### src/rtl/core_sequencer_if.sv
// rtl/core_sequencer_if.sv - instruction and data bus bundle for core_sequencer
// Purpose: groups the fetch bus (ibus_*) and data bus (dbus_*) handshakes.
// Signals:
//   ibus_req  (master->slave) fetch request, held until ibus_ack
//   ibus_addr (master->slave) fetch address, equals the current pc
//   ibus_ack  (slave->master) fetch done, ibus_data valid this cycle
//   ibus_data (slave->master) fetched instruction word
//   dbus_req  (master->slave) data access request, held until dbus_ack
//   dbus_we   (master->slave) data access is a write
//   dbus_ack  (slave->master) data access done
interface core_sequencer_if;
    logic        ibus_req;
    logic [31:0] ibus_addr;
    logic        ibus_ack;
    logic [31:0] ibus_data;
    logic        dbus_req;
    logic        dbus_we;
    logic        dbus_ack;

    modport master (
        output ibus_req,
        output ibus_addr,
        input  ibus_ack,
        input  ibus_data,
        output dbus_req,
        output dbus_we,
        input  dbus_ack
    );

    modport slave (
        input  ibus_req,
        input  ibus_addr,
        output ibus_ack,
        output ibus_data,
        input  dbus_req,
        input  dbus_we,
        output dbus_ack
    );
endinterface

### src/rtl/core_sequencer.sv
// rtl/core_sequencer.sv - multi-cycle control FSM for the RISCuinho integer core
// Purpose: owns the pc, fetches over the instruction bus, latches the instruction for the
// decoder, steps FETCH/DECODE/EXECUTE/MEMORY/WRITEBACK and halts on traps.
// Ports:
//   i_clk, i_reset      clock, synchronous active-high reset
//   bus                 instruction/data bus bundle (master side)
//   o_instr             latched instruction for the decoder
//   i_dec_mem_r/_mem_w  decoder load/store flags
//   i_dec_reg_w         decoder: instruction writes rd
//   i_dec_system        decoder: ECALL/EBREAK
//   i_take_target       datapath: jump/branch taken (EXECUTE)
//   i_target            datapath: jump/branch target (EXECUTE)
//   o_reg_w_en          register-file write strobe
//   o_pc                current pc
//   o_retire            instruction retired pulse
//   o_instret           retired-instruction counter
//   o_trap              core halted on trap
//   o_trap_cause        00 none, 01 bus timeout, 10 ECALL/EBREAK, 11 misaligned target
//   o_state             FSM state for debug
module core_sequencer #(
    parameter logic [31:0] RESET_PC    = 32'h0000_0000,
    parameter int          BUS_TIMEOUT = 16
) (
    input  logic                 i_clk,
    input  logic                 i_reset,
    core_sequencer_if.master     bus,
    output logic [31:0]          o_instr,
    input  logic                 i_dec_mem_r,
    input  logic                 i_dec_mem_w,
    input  logic                 i_dec_reg_w,
    input  logic                 i_dec_system,
    input  logic                 i_take_target,
    input  logic [31:0]          i_target,
    output logic                 o_reg_w_en,
    output logic [31:0]          o_pc,
    output logic                 o_retire,
    output logic [31:0]          o_instret,
    output logic                 o_trap,
    output logic [1:0]           o_trap_cause,
    output logic [2:0]           o_state
);

    localparam int          WAIT_W  = $clog2(BUS_TIMEOUT + 1);
    localparam logic [31:0] NOP_INS = 32'h0000_0013;

    typedef enum logic [2:0] {
        S_FETCH     = 3'd0,
        S_DECODE    = 3'd1,
        S_EXECUTE   = 3'd2,
        S_MEMORY    = 3'd3,
        S_WRITEBACK = 3'd4,
        S_HALT      = 3'd5
    } state_t;

    state_t              r_state;
    state_t              w_state_nxt;
    logic [1:0]          r_trap_cause;
    logic [1:0]          w_trap_cause_nxt;
    logic [WAIT_W-1:0]   r_wait_cnt;
    logic                w_wait_clr;
    logic                w_wait_inc;
    logic                w_timeout_hit;
    logic [31:0]         r_pc;
    logic [31:0]         r_next_pc;
    logic [31:0]         r_instr;
    logic [31:0]         r_instret;
    logic                r_ibus_req;
    logic                r_dbus_req;
    logic                r_dbus_we;
    logic                r_reg_w_en;
    logic                r_retire;
    logic [31:0]         w_target_aligned;
    logic [31:0]         w_next_pc_calc;
    logic                w_target_misaligned;

    // Bit 0 of a jump target is dropped; bit 1 set means a halfword-aligned target we cannot run.
    assign w_target_aligned    = i_target & ~32'd1;
    assign w_target_misaligned = i_take_target & i_target[1];
    assign w_next_pc_calc      = i_take_target ? w_target_aligned : r_pc + 32'd4;
    assign w_timeout_hit       = (r_wait_cnt == WAIT_W'(BUS_TIMEOUT - 1));

    always_comb begin
        w_state_nxt      = r_state;
        w_trap_cause_nxt = r_trap_cause;
        w_wait_inc       = 1'b0;
        case (r_state)
            S_FETCH: begin
                // The ack is only meaningful while our request is actually on the bus.
                if (r_ibus_req) begin
                    if (bus.ibus_ack) begin
                        w_state_nxt = S_DECODE;
                    end else if (w_timeout_hit) begin
                        w_state_nxt      = S_HALT;
                        w_trap_cause_nxt = 2'b01;
                    end else begin
                        w_wait_inc = 1'b1;
                    end
                end
            end
            S_DECODE: begin
                if (i_dec_system) begin
                    w_state_nxt      = S_HALT;
                    w_trap_cause_nxt = 2'b10;
                end else begin
                    w_state_nxt = S_EXECUTE;
                end
            end
            S_EXECUTE: begin
                if (w_target_misaligned) begin
                    w_state_nxt      = S_HALT;
                    w_trap_cause_nxt = 2'b11;
                end else if (i_dec_mem_r | i_dec_mem_w) begin
                    w_state_nxt = S_MEMORY;
                end else begin
                    w_state_nxt = S_WRITEBACK;
                end
            end
            S_MEMORY: begin
                if (r_dbus_req) begin
                    if (bus.dbus_ack) begin
                        w_state_nxt = S_WRITEBACK;
                    end else if (w_timeout_hit) begin
                        w_state_nxt      = S_HALT;
                        w_trap_cause_nxt = 2'b01;
                    end else begin
                        w_wait_inc = 1'b1;
                    end
                end
            end
            S_WRITEBACK: begin
                w_state_nxt = S_FETCH;
            end
            S_HALT: begin
                w_state_nxt = S_HALT;
            end
            default: begin
                // Corrupted state encoding is treated like a bus fault.
                w_state_nxt      = S_HALT;
                w_trap_cause_nxt = 2'b01;
            end
        endcase
    end

    // The wait counter restarts whenever a new bus phase begins.
    assign w_wait_clr = ((w_state_nxt == S_FETCH)  && (r_state != S_FETCH)) ||
                        ((w_state_nxt == S_MEMORY) && (r_state != S_MEMORY));

    always_ff @(posedge i_clk) begin
        if (i_reset) begin
            r_state <= S_FETCH;
        end else begin
            r_state <= w_state_nxt;
        end
    end

    // Requests and strobes are registered from the next state so that they are glitch-free
    // and drop to zero in the cycle right after a reset edge.
    always_ff @(posedge i_clk) begin
        if (i_reset) begin
            r_ibus_req <= 1'b0;
            r_dbus_req <= 1'b0;
            r_dbus_we  <= 1'b0;
            r_reg_w_en <= 1'b0;
            r_retire   <= 1'b0;
        end else begin
            r_ibus_req <= (w_state_nxt == S_FETCH);
            r_dbus_req <= (w_state_nxt == S_MEMORY);
            r_dbus_we  <= (w_state_nxt == S_MEMORY) & i_dec_mem_w;
            r_reg_w_en <= (w_state_nxt == S_WRITEBACK) & i_dec_reg_w;
            r_retire   <= (w_state_nxt == S_WRITEBACK);
        end
    end

    always_ff @(posedge i_clk) begin
        if (i_reset) begin
            r_pc         <= RESET_PC;
            r_next_pc    <= RESET_PC;
            r_instr      <= NOP_INS;
            r_instret    <= 32'd0;
            r_trap_cause <= 2'b00;
            r_wait_cnt   <= '0;
        end else begin
            r_trap_cause <= w_trap_cause_nxt;
            if ((r_state == S_FETCH) && r_ibus_req && bus.ibus_ack) begin
                r_instr <= bus.ibus_data;
            end
            if (r_state == S_EXECUTE) begin
                r_next_pc <= w_next_pc_calc;
            end
            if (r_state == S_WRITEBACK) begin
                r_pc      <= r_next_pc;
                r_instret <= r_instret + 32'd1;
            end
            if (w_wait_clr) begin
                r_wait_cnt <= '0;
            end else if (w_wait_inc) begin
                r_wait_cnt <= r_wait_cnt + 1'b1;
            end
        end
    end

    assign bus.ibus_req  = r_ibus_req;
    assign bus.ibus_addr = r_pc;
    assign bus.dbus_req  = r_dbus_req;
    assign bus.dbus_we   = r_dbus_we;

    assign o_instr      = r_instr;
    assign o_reg_w_en   = r_reg_w_en;
    assign o_pc         = r_pc;
    assign o_retire     = r_retire;
    assign o_instret    = r_instret;
    assign o_trap       = (r_state == S_HALT);
    assign o_trap_cause = r_trap_cause;
    assign o_state      = r_state;

endmodule
### src/flat_wrapper.sv
// flat-port wrapper written by rule: the top's interface ports become plain ports
module core_sequencer_flat 
#(
    parameter logic [31:0] RESET_PC    = 32'h0000_0000,
    parameter int          BUS_TIMEOUT = 16
)
  (i_clk, i_reset, o_instr, i_dec_mem_r, i_dec_mem_w, i_dec_reg_w, i_dec_system, i_take_target, i_target, o_reg_w_en, o_pc, o_retire, o_instret, o_trap, o_trap_cause, o_state, bus_ibus_req, bus_ibus_addr, bus_ibus_ack, bus_ibus_data, bus_dbus_req, bus_dbus_we, bus_dbus_ack);
  core_sequencer_if bus_i ();
  input  logic i_clk;
  input  logic i_reset;
  output logic [31:0] o_instr;
  input  logic i_dec_mem_r;
  input  logic i_dec_mem_w;
  input  logic i_dec_reg_w;
  input  logic i_dec_system;
  input  logic i_take_target;
  input  logic [31:0] i_target;
  output logic o_reg_w_en;
  output logic [31:0] o_pc;
  output logic o_retire;
  output logic [31:0] o_instret;
  output logic o_trap;
  output logic [1:0] o_trap_cause;
  output logic [2:0] o_state;
  output wire logic [$bits(bus_i.ibus_req)-1:0] bus_ibus_req;
  output wire logic [$bits(bus_i.ibus_addr)-1:0] bus_ibus_addr;
  input wire logic [$bits(bus_i.ibus_ack)-1:0] bus_ibus_ack;
  input wire logic [$bits(bus_i.ibus_data)-1:0] bus_ibus_data;
  output wire logic [$bits(bus_i.dbus_req)-1:0] bus_dbus_req;
  output wire logic [$bits(bus_i.dbus_we)-1:0] bus_dbus_we;
  input wire logic [$bits(bus_i.dbus_ack)-1:0] bus_dbus_ack;
  assign bus_ibus_req = bus_i.ibus_req;
  assign bus_ibus_addr = bus_i.ibus_addr;
  assign bus_i.ibus_ack = bus_ibus_ack;
  assign bus_i.ibus_data = bus_ibus_data;
  assign bus_dbus_req = bus_i.dbus_req;
  assign bus_dbus_we = bus_i.dbus_we;
  assign bus_i.dbus_ack = bus_dbus_ack;
  core_sequencer #(.RESET_PC(RESET_PC), .BUS_TIMEOUT(BUS_TIMEOUT)) u_core (.i_clk(i_clk), .i_reset(i_reset), .bus(bus_i), .o_instr(o_instr), .i_dec_mem_r(i_dec_mem_r), .i_dec_mem_w(i_dec_mem_w), .i_dec_reg_w(i_dec_reg_w), .i_dec_system(i_dec_system), .i_take_target(i_take_target), .i_target(i_target), .o_reg_w_en(o_reg_w_en), .o_pc(o_pc), .o_retire(o_retire), .o_instret(o_instret), .o_trap(o_trap), .o_trap_cause(o_trap_cause), .o_state(o_state));
endmodule
### config.mk
export PLATFORM = sky130hd
export DESIGN_NAME = core_sequencer_flat
export DESIGN_NICKNAME = d
export VERILOG_FILES = /design/src/rtl/core_sequencer_if.sv /design/src/rtl/core_sequencer.sv /design/src/flat_wrapper.sv
export SDC_FILE = /design/constraint.sdc
export NUM_CORES = 1
export LEC_CHECK = 0
export ABC_CLOCK_PERIOD_IN_PS = 4100
export CAP_MARGIN = 20
export CORE_MARGIN = 5
export CORE_UTILIZATION = 51
export CTS_CLUSTER_DIAMETER = 200
export DETAILED_ROUTE_END_ITERATION = 8
export GPL_TIMING_DRIVEN = 0
export PLACE_DENSITY = 0.86
export SYNTH_ARGS = -nofsm -noshare
export SYNTH_HDL_FRONTEND = slang
export SYNTH_SLANG_ARGS = --single-unit
### constraint.sdc
create_clock -name i_clk -period 4.1 [get_ports i_clk]
set_input_delay 0.615 -clock i_clk [delete_from_list [all_inputs] [get_ports i_clk]]
set_output_delay 0.615 -clock i_clk [all_outputs]
set_load 0.01 [all_outputs]
==> flow_summary.json, run 1 <==
{
  "status": "finished clean",
  "yosysWarnings": 0,
  "drt_iter0_markers": 785,
  "globalRouteTotalUtil_pct": 27.7,
  "cts.repair_timing.setup_buffer_count": 0,
  "globalplace.congestion": 0.920,
  "arrival_ns": 2.45,
  "die_x_um": 127,
  "synth.avg_cell_area_um2": 7.89,
  "place.detailed.hpwl_um": 16800,
  "global_route_wire_length_before_repair_um": 36400,
  "slew-limit-headroom_pct": 38.7,
  "die_height_um": 127,
  "sw_frac_of_total_pct": 30.1,
  "final_cell_area_um2": 9890,
  "numPortBuffers": 209,
  "final_common_cell": "clkdlybuf4s50_1",
  "distinct_cell_type_count_of_the_synthesized_netlist": 57,
  "synthArstFlopShare_pct": 0,
  "dr.pass1.iters": 6,
  "drv.max_cap_violation_count": 0,
  "wire_length_per_cell_after_detailed_routing_um": 17.9,
  "power.static_leakage_nw": 3.31,
  "synth_seq_area_share_pct": 41.0,
  "min_path_type": "reg -> reg",
  "fp-row-count": 42,
  "critical_path_maximum_fanout": 10,
  "tightest_slew_ns": 0.911,
  "fin_setup_tns_ns": 0,
  "powerDensity_nw_per_um2": 406,
  "antenna_violating_nets_left": 0,
  "cts_root_buffer": "clkbuf_16",
  "critPathRequiredTime_ns": 3.48,
  "layout-area-overhead-vs-synth_pct": 41.7,
  "cts.clk_slew.worst_paths_ns": 0.06,
  "post_route_fraction_of_the_period_consumed_by_the_critical_path_pct": 74.7,
  "first_global_vias": 7194,
  "gr-total-overflow": 0,
  "floorplan.io_pins": 212,
  "mappedNetlistArea_um2": 6980,
  "total_of_endpoints_with_negative_setup_slack_in_the_final_report": 0,
  "fin_ws_ns": 1.04,
  "logic_gate_share_of_total_power_pct": 22.2,
  "cts_htree_levels": 4,
  "post_synth_inst_count": 884,
  "synth_enable_flop_cells": 0,
  "drc": 0,
  "tritoncts": "done",
  "drt_wl_total_um": 23200,
  "setup.worst_path.end_class": "primary output",
  "n_fill_cell": 1040,
  "clockPowerShare_pct": 38.5,
  "cts_buffers": 17,
  "drive_above_1_share_pct": 7.37,
  "die_area_um2": 16100,
  "grt_setup_unrepaired": "no",
  "final_nets": 1190,
  "power.share.sequential_pct": 39.4,
  "net-switching-power_mw": 1.21,
  "worstSetupPathType": "reg -> out",
  "place_worst_setup_slack_ns": 1.22,
  "clk_latency_ns": 0.43,
  "cts_buffer_depth": 2,
  "vias_after_detailed_routing": 7677,
  "numClockSinks": 143,
  "ctsHoldBuffers": 0,
  "dr_vias_cell": 5.90,
  "ys_ff_latch": 143,
  "finalCoreUtilization_pct": 74.1,
  "leading_cell_types_in_the_layout_fill_and_taps_excluded": "clkdlybuf4s50_1 (209), nand2_1 (168), dfxtp_1 (143)",
  "antennaDiodeCount": 0,
  "largest_net_degree_at_the_start_of_global_routing": 17,
  "clock-skew-final_ns": 0.00718,
  "layout_min_cycle_time_ns": 3.06,
  "maxClockFrequency_ghz": 0.327,
  "post_detailed_placement_cell_area_um2": 9290,
  "antenna_found_initial": 0,
  "power_report.internal_total_mw": 2.81,
  "coreArea_um2": 13300,
  "vdd_ir_drop_max_uv": 296,
  "postSynth.topFlopCell": "dfxtp_1",
  "cts_repair_resize_count": 0,
  "initial_utilization_pct": 52.3,
  "cp-start-kind": "flip-flop",
  "timing_max_transition_violations_final": 0,
  "report.final.hold_viol_count": 0,
  "synth_nets": 961
}
final cells by class:
type,count,area [µm²],share of cell area (%)
multi-input combinational,633,3580,36.2
sequential,143,2860,29.0
timing repair buffer,210,2100,21.2
buffer,95,485,4.91
clock buffer,19,453,4.58
tap,176,220,2.23
clock inverter,13,139,1.40
inverter,13,48.8,0.494
registers in the layout, indices dropped and copies added (netlist names):
register / flops
u_core.bus.ibus_req: 1
u_core.bus.dbus_we: 1
u_core.o_reg_w_en: 1
u_core.o_instret: 32
u_core.bus.ibus_addr: 32
u_core.o_state: 3
u_core.o_trap_cause: 2
u_core.r_wait_cnt: 5
u_core.o_instr: 32
u_core.r_next_pc: 32
u_core.o_retire: 1
u_core.bus.dbus_req: 1
per-stage QoR:
step	std cells	total power [mW]	hold slack [ns]
CTS	1302	4.02	0.452
global route	1302	4.18	0.468
floorplan	884	2.08	0.429
finish	1302	4.02	0.453
detailed placement	1270	2.48	0.443
global placement	1269	2.47	0.436
cell usage after synthesis (5+ instances only):
master	instances	area, µm²
a211oi_1	6	45.0
a21oi_1	110	551
and2_1	8	50.1
and3_1	13	81.3
and4_1	12	105
buf_2	7	35.0
buf_4	32	240
clkbuf_1	53	199
dfxtp_1	143	2860
inv_1	12	45.0
nand2_1	168	631
nand2b_1	7	43.8
nand3_1	31	155
nand3b_1	12	90.1
nand4_1	25	156
nor2_1	27	101
nor2b_1	6	37.5
nor3_1	21	105
nor3b_1	5	37.5
nor4_1	14	87.6
o211ai_1	14	105
o21a_1	5	37.5
o21ai_0	23	115
o311ai_0	9	78.8
o31ai_1	12	90.1
or2_2	5	31.3
or3_1	12	75.1
or4_1	19	143
xnor2_1	13	114
worst max-delay path: stages, from the launching register on:
cell,delay [ns]
dfxtp_1,0.43
buf_2,0.25
clkbuf_1,0.39
nor3b_1,0.34
clkdlybuf4s50_1,0.61
metal layers:
| metal | track usage, % | part of all wire, % | vias to the layer above | wire, µm |
|---|---|---|---|---|
| met5 | 0 | 0 | - | 0 |
| met4 | 9.97 | 2.4 | 0 | 554 |
| met3 | 9.42 | 11 | 62 | 2570 |
| met2 | 46.3 | 48 | 423 | 11100 |
| met1 | 33.2 | 39 | 3570 | 8980 |
| li1 | - | - | 3622 | - |
path summary, 6_finish.rpt:
check / startpoint / to / slack, ns / cells past startpoint
max: u_core.o_state[2] / o_trap / 1.04 / 4
min: u_core.r_next_pc[17] / u_core.bus.ibus_addr[17] / 0.45 / 2
max reg2reg: u_core.o_state[1] / u_core.r_next_pc[23] / 1.44 / 5
min reg2reg: u_core.r_next_pc[17] / u_core.bus.ibus_addr[17] / 0.45 / 2
power groups by stage:
stage	Combinational (mW)	Sequential (mW)	Clock, mW
2_1_floorplan	0.456	1.62	0
3_3_place_gp	0.864	1.60	0
3_5_place_dp	0.875	1.61	0
4_1_cts	0.885	1.58	1.55
5_1_grt	0.966	1.60	1.62
6_report	0.891	1.58	1.54
cells by family after synthesis:
logic type      Yosys count  synth area share, %
compound gates          208                 18.1
xor+xnor                 17                 2.13
fa+ha+maj                 4                0.717
buf+inv                 108                 7.66
flops                   143                 41.0
mux                       6                0.915
simple gates            398                 29.5
No activity file was read; power rests on OpenSTA's default activity.
==> run 2: changes to the inputs <==
--- a/config.mk
+++ b/config.mk
@@ -5,14 +5,14 @@
 export SDC_FILE = /design/constraint.sdc
 export NUM_CORES = 1
 export LEC_CHECK = 0
-export ABC_CLOCK_PERIOD_IN_PS = 4100
+export ABC_CLOCK_PERIOD_IN_PS = 2800
 export CAP_MARGIN = 20
 export CORE_MARGIN = 5
-export CORE_UTILIZATION = 51
+export CORE_UTILIZATION = 43
 export CTS_CLUSTER_DIAMETER = 200
 export DETAILED_ROUTE_END_ITERATION = 8
 export GPL_TIMING_DRIVEN = 0
-export PLACE_DENSITY = 0.86
+export PLACE_DENSITY = 0.77
 export SYNTH_ARGS = -nofsm -noshare
 export SYNTH_HDL_FRONTEND = slang
 export SYNTH_SLANG_ARGS = --single-unit
==> constraint.sdc (replaced) <==
create_clock -name i_clk -period 2.8 [get_ports i_clk]
set_input_delay 0.42 -clock i_clk [delete_from_list [all_inputs] [get_ports i_clk]]
set_output_delay 0.42 -clock i_clk [all_outputs]
set_load 0.01 [all_outputs]
==> flow_summary.json, run 2 (synthesized netlist as in run 1, its figures left out) <==
{
  "status": "finished clean",
  "sw_frac_of_total_pct": 29.7,
  "grt_setup_unrepaired": "no",
  "net-switching-power_mw": 1.76,
  "largest_net_degree_at_the_start_of_global_routing": 20,
  "antenna_found_initial": 0,
  "layout-area-overhead-vs-synth_pct": 42.5,
  "power.share.sequential_pct": 39.0,
  "p_total_mw": 5.93,
  "dr.pass1.iters": 6,
  "cts.repair_timing.setup_buffer_count": 0,
  "globalplace.congestion": 0.906,
  "fin_ws_ns": 0.135,
  "clk_latency_ns": 0.42,
  "cts.clk_slew.worst_paths_ns": 0.07,
  "fp-row-count": 46,
  "tritoncts": "done",
  "cts_root_buffer": "clkbuf_16",
  "drive_above_1_share_pct": 7.47,
  "globalRouteTotalUtil_pct": 24.2,
  "power.static_leakage_nw": 3.32,
  "clock-skew-final_ns": 0.00961,
  "post_detailed_placement_cell_area_um2": 9340,
  "wire_length_per_cell_after_detailed_routing_um": 17.1,
  "antenna_violating_nets_left": 0,
  "timing_max_transition_violations_final": 0,
  "layout_min_cycle_time_ns": 2.67,
  "slew-limit-headroom_pct": 37.5,
  "drt_wl_total_um": 22900,
  "final_cell_area_um2": 9940,
  "final_common_cell": "clkdlybuf4s50_1",
  "maxClockFrequency_ghz": 0.375,
  "arrival_ns": 3.01,
  "min_path_type": "reg -> reg",
  "cts_htree_levels": 4,
  "final_cells": 1340,
  "die_area_um2": 18900,
  "gr-total-overflow": 0,
  "numPortBuffers": 209,
  "placed_cell_count": 1310,
  "vias_after_detailed_routing": 7508,
  "coreArea_um2": 15900,
  "critical_path_maximum_fanout": 10,
  "dr_vias_cell": 5.60,
  "place_worst_setup_slack_ns": 0.0477,
  "drc": 0,
  "vdd_ir_drop_max_uv": 563,
  "total_of_endpoints_with_negative_setup_slack_in_the_final_report": 0,
  "cts_buffer_depth": 2,
  "drv.max_cap_violation_count": 0,
  "worstSetupPathType": "reg -> reg",
  "leading_cell_types_in_the_layout_fill_and_taps_excluded": "clkdlybuf4s50_1 (209), nand2_1 (168), dfxtp_1 (143)",
  "tightest_slew_ns": 0.935,
  "clockPowerShare_pct": 39.2,
  "setup.worst_path.end_class": "flip-flop",
  "fin_setup_tns_ns": 0,
  "antennaDiodeCount": 0,
  "first_global_vias": 7101,
  "die_x_um": 137,
  "final_nets": 1188,
  "critPathRequiredTime_ns": 3.14,
  "report.final.hold_viol_count": 0,
  "die_height_um": 137,
  "floorplan.io_pins": 212,
  "place.detailed.hpwl_um": 16900,
  "powerDensity_nw_per_um2": 597,
  "post_route_fraction_of_the_period_consumed_by_the_critical_path_pct": 95.2,
  "cp-start-kind": "flip-flop",
  "initial_utilization_pct": 43.9,
  "logic_gate_share_of_total_power_pct": 21.8,
  "global_route_wire_length_before_repair_um": 36200,
  "power_report.internal_total_mw": 4.17,
  "cts_buffers": 17,
  "numClockSinks": 143,
  "drt_iter0_markers": 663
}
run 2: worst paths after layout:
path,startpoint,end,slack (ns),cells after the start
max,u_core.o_state[1],u_core.r_next_pc[7],0.13,6
min,u_core.r_next_pc[18],u_core.bus.ibus_addr[18],0.45,2
max reg2reg,u_core.o_state[1],u_core.r_next_pc[7],0.13,6
min reg2reg,u_core.r_next_pc[18],u_core.bus.ibus_addr[18],0.45,2
run 2: cell type report:
class                      count  area [µm²]
inverter                      13        48.8
multi-input combinational    633        3580
clock buffer                  18         439
tap                          216         270
timing repair buffer         210        2100
sequential                   143        2860
fill                        1436        5940
buffer                        93         479
clock inverter                14         166
run 2: what timing repair did:
item / in CTS / in global routing
gates cloned: 0 / 0
hold buffers: 0 / 0
endpoints found under the setup margin: 1 / 2
resized for setup: 0 / 2
run 2: power by group through the flow:
stage / logic, mW / registers (mW) / clock network (mW)
global placement: 1.28 / 2.35 / 0
finish: 1.29 / 2.31 / 2.33
CTS: 1.29 / 2.31 / 2.36
global route: 1.42 / 2.33 / 2.45
detailed placement: 1.28 / 2.35 / 0
floorplan: 0.668 / 2.38 / 0
run 2: worst max-delay path, stage by stage (launching register included):
cell,delay (ns)
dfxtp_1,0.45
buf_2,0.27
nor3b_1,0.61
clkbuf_1,0.52
buf_2,0.33
o311ai_0,0.21
a21oi_1,0.19
run 2: per-layer routing:
metal	share of wire, %	up-vias	GRT usage [%]
li1	-	3613	-
met4	2.5	0	8.48
met1	40	3521	29.3
met5	0	-	0
met3	9.5	46	7.96
met2	48	328	40.2
run 2: metrics by stage:
stage / hold slack [ns] / utilization [%]
5_1_grt: 0.473 / 62.6
3_5_place_dp: 0.443 / 58.8
6_report: 0.449 / 62.6
4_1_cts: 0.451 / 62.6
2_1_floorplan: 0.429 / -
3_3_place_gp: 0.436 / 58.8
==> run 3: changes to the inputs <==
--- a/config.mk
+++ b/config.mk
@@ -8,11 +8,11 @@
 export ABC_CLOCK_PERIOD_IN_PS = 2800
 export CAP_MARGIN = 20
 export CORE_MARGIN = 5
-export CORE_UTILIZATION = 43
+export CORE_UTILIZATION = 55
 export CTS_CLUSTER_DIAMETER = 200
 export DETAILED_ROUTE_END_ITERATION = 8
-export GPL_TIMING_DRIVEN = 0
-export PLACE_DENSITY = 0.77
+export DONT_BUFFER_PORTS = 1
+export PLACE_DENSITY = 0.73
 export SYNTH_ARGS = -nofsm -noshare
 export SYNTH_HDL_FRONTEND = slang
 export SYNTH_SLANG_ARGS = --single-unit
==> flow_summary.json, run 3 (synthesized netlist as in run 1, its figures left out) <==
{
  "critical_path_maximum_fanout": 10,
  "cp-start-kind": "flip-flop",
  "min_path_type": "in -> reg",
  "powerDensity_nw_per_um2": 755,
  "antenna_found_initial": 0,
  "initial_utilization_pct": 55.7,
  "globalplace.congestion": 0.874,
  "worstSetupPathType": "reg -> reg",
  "cts_root_buffer": "clkbuf_16",
  "die_x_um": 123,
  "status": "finished clean",
  "cts.repair_timing.setup_buffer_count": 0,
  "clock-skew-final_ns": 0.00615,
  "slew-limit-headroom_pct": 58.4,
  "die_area_um2": 15000,
  "setup.worst_path.end_class": "flip-flop",
  "numPortBuffers": 0,
  "sw_frac_of_total_pct": 27.7,
  "timing_max_transition_violations_final": 0,
  "wire_length_per_cell_after_detailed_routing_um": 18.8,
  "cts.clk_slew.worst_paths_ns": 0.06,
  "power.share.sequential_pct": 42.2,
  "drc": 0,
  "numClockSinks": 143,
  "tritoncts": "done",
  "fin_worst_hold_slack_ns": 0.0629,
  "critPathRequiredTime_ns": 3.15,
  "final_nets": 912,
  "grt_setup_unrepaired": "no",
  "place.detailed.hpwl_um": 12800,
  "gr-total-overflow": 0,
  "maxClockFrequency_ghz": 0.421,
  "clk_latency_ns": 0.42,
  "drv.max_cap_violation_count": 0,
  "power_report.internal_total_mw": 4.14,
  "arrival_ns": 2.72,
  "ctsHoldBuffers": 0,
  "globalRouteTotalUtil_pct": 25.1,
  "cts_htree_levels": 4,
  "post_detailed_placement_cell_area_um2": 6930,
  "drt_iter0_markers": 588,
  "tightest_slew_ns": 0.624,
  "clockPowerShare_pct": 43.7,
  "final_common_cell": "nand2_1",
  "logic_gate_share_of_total_power_pct": 14.1,
  "final_cell_area_um2": 7580,
  "dr.pass1.iters": 5,
  "dr_vias_cell": 6.40,
  "net-switching-power_mw": 1.58,
  "global_route_wire_length_before_repair_um": 30200,
  "floorplan.io_pins": 212,
  "coreArea_um2": 12500,
  "cts_repair_resize_count": 0,
  "drive_above_1_share_pct": 8.15,
  "first_global_vias": 6059,
  "total_of_endpoints_with_negative_setup_slack_in_the_final_report": 0,
  "cts_buffers": 17,
  "fin_setup_tns_ns": 0,
  "largest_net_degree_at_the_start_of_global_routing": 133,
  "layout_min_cycle_time_ns": 2.37,
  "post_route_fraction_of_the_period_consumed_by_the_critical_path_pct": 84.8,
  "fp-row-count": 41,
  "vdd_ir_drop_max_uv": 454,
  "layout-area-overhead-vs-synth_pct": 8.70,
  "antenna_violating_nets_left": 0,
  "vias_after_detailed_routing": 6523,
  "power.static_leakage_nw": 2.47,
  "leading_cell_types_in_the_layout_fill_and_taps_excluded": "nand2_1 (168), dfxtp_1 (143), a21oi_1 (110)",
  "die_height_um": 123,
  "cts_buffer_depth": 2,
  "drt_wl_total_um": 19200,
  "report.final.hold_viol_count": 0
}
[run 3: changes by cell type in the layout (fill, tap and decap cells not counted), moves of 2 or more]
cell | previous run | this run
clkdlybuf4s50_1 | 209 | 0
clkbuf_1 | 51 | 1
buf_2 | 8 | 0
buf_4 | 32 | 26
buf_1 | 2 | 0
bufinv_16 | 3 | 5
clkbuf_8 | 1 | 3
clkinv_2 | 4 | 2
clkinvlp_4 | 4 | 2
[run 3: final cells by class]
type,count,area [µm²]
antenna,1,2.50
clock buffer,21,470
clock inverter,10,184
fill,1158,4930
inverter,13,48.8
multi-input combinational,633,3580
sequential,143,2860
tap,172,215
timing repair buffer,27,215
[run 3: layer usage]
metal	vias up	global-route usage, %	part of all wire, %
li1	3056	-	-
met1	3071	30.9	40
met2	362	40.3	47
met3	34	9.08	11
met4	0	9.59	1.8
met5	-	0	0
[run 3: stage by stage]
step                power, mW  util, %  cells  setup slack (ns)
finish                   5.72     60.6   1020             0.425
global route             5.96     60.6   1019             0.294
CTS                      5.74     60.6   1019             0.444
detailed placement       3.25     55.3    988             0.456
global placement         3.21     55.3    988             0.491
floorplan                3.05        -    884             0.589
[run 3: worst paths after layout]
check	startpoint	end	slack [ns]	depth (start not counted)
setup / recovery	u_core.bus.ibus_addr[7]	u_core.r_next_pc[22]	0.43	4
hold reg to reg	u_core.r_next_pc[0]	u_core.bus.ibus_addr[0]	0.44	2
hold / removal	i_reset	u_core.o_instr[7]	0.06	1
setup reg to reg	u_core.bus.ibus_addr[7]	u_core.r_next_pc[22]	0.43	4
[run 3: power groups by stage]
stage | combinational (mW) | clock, mW | sequential [mW]
final | 0.808 | 2.50 | 2.41
after global placement | 0.761 | 0 | 2.45
after floorplan | 0.668 | 0 | 2.38
after detailed placement | 0.794 | 0 | 2.45
after global routing | 0.897 | 2.63 | 2.43
after CTS | 0.800 | 2.53 | 2.42
[run 3: worst max-delay path, cell delays in order, from the launching register on]
cell and delay [ns]:
dfxtp_1 0.57, nand4_2 0.25, or4_1 0.76, or4_1 0.54
a31oi_1 0.18
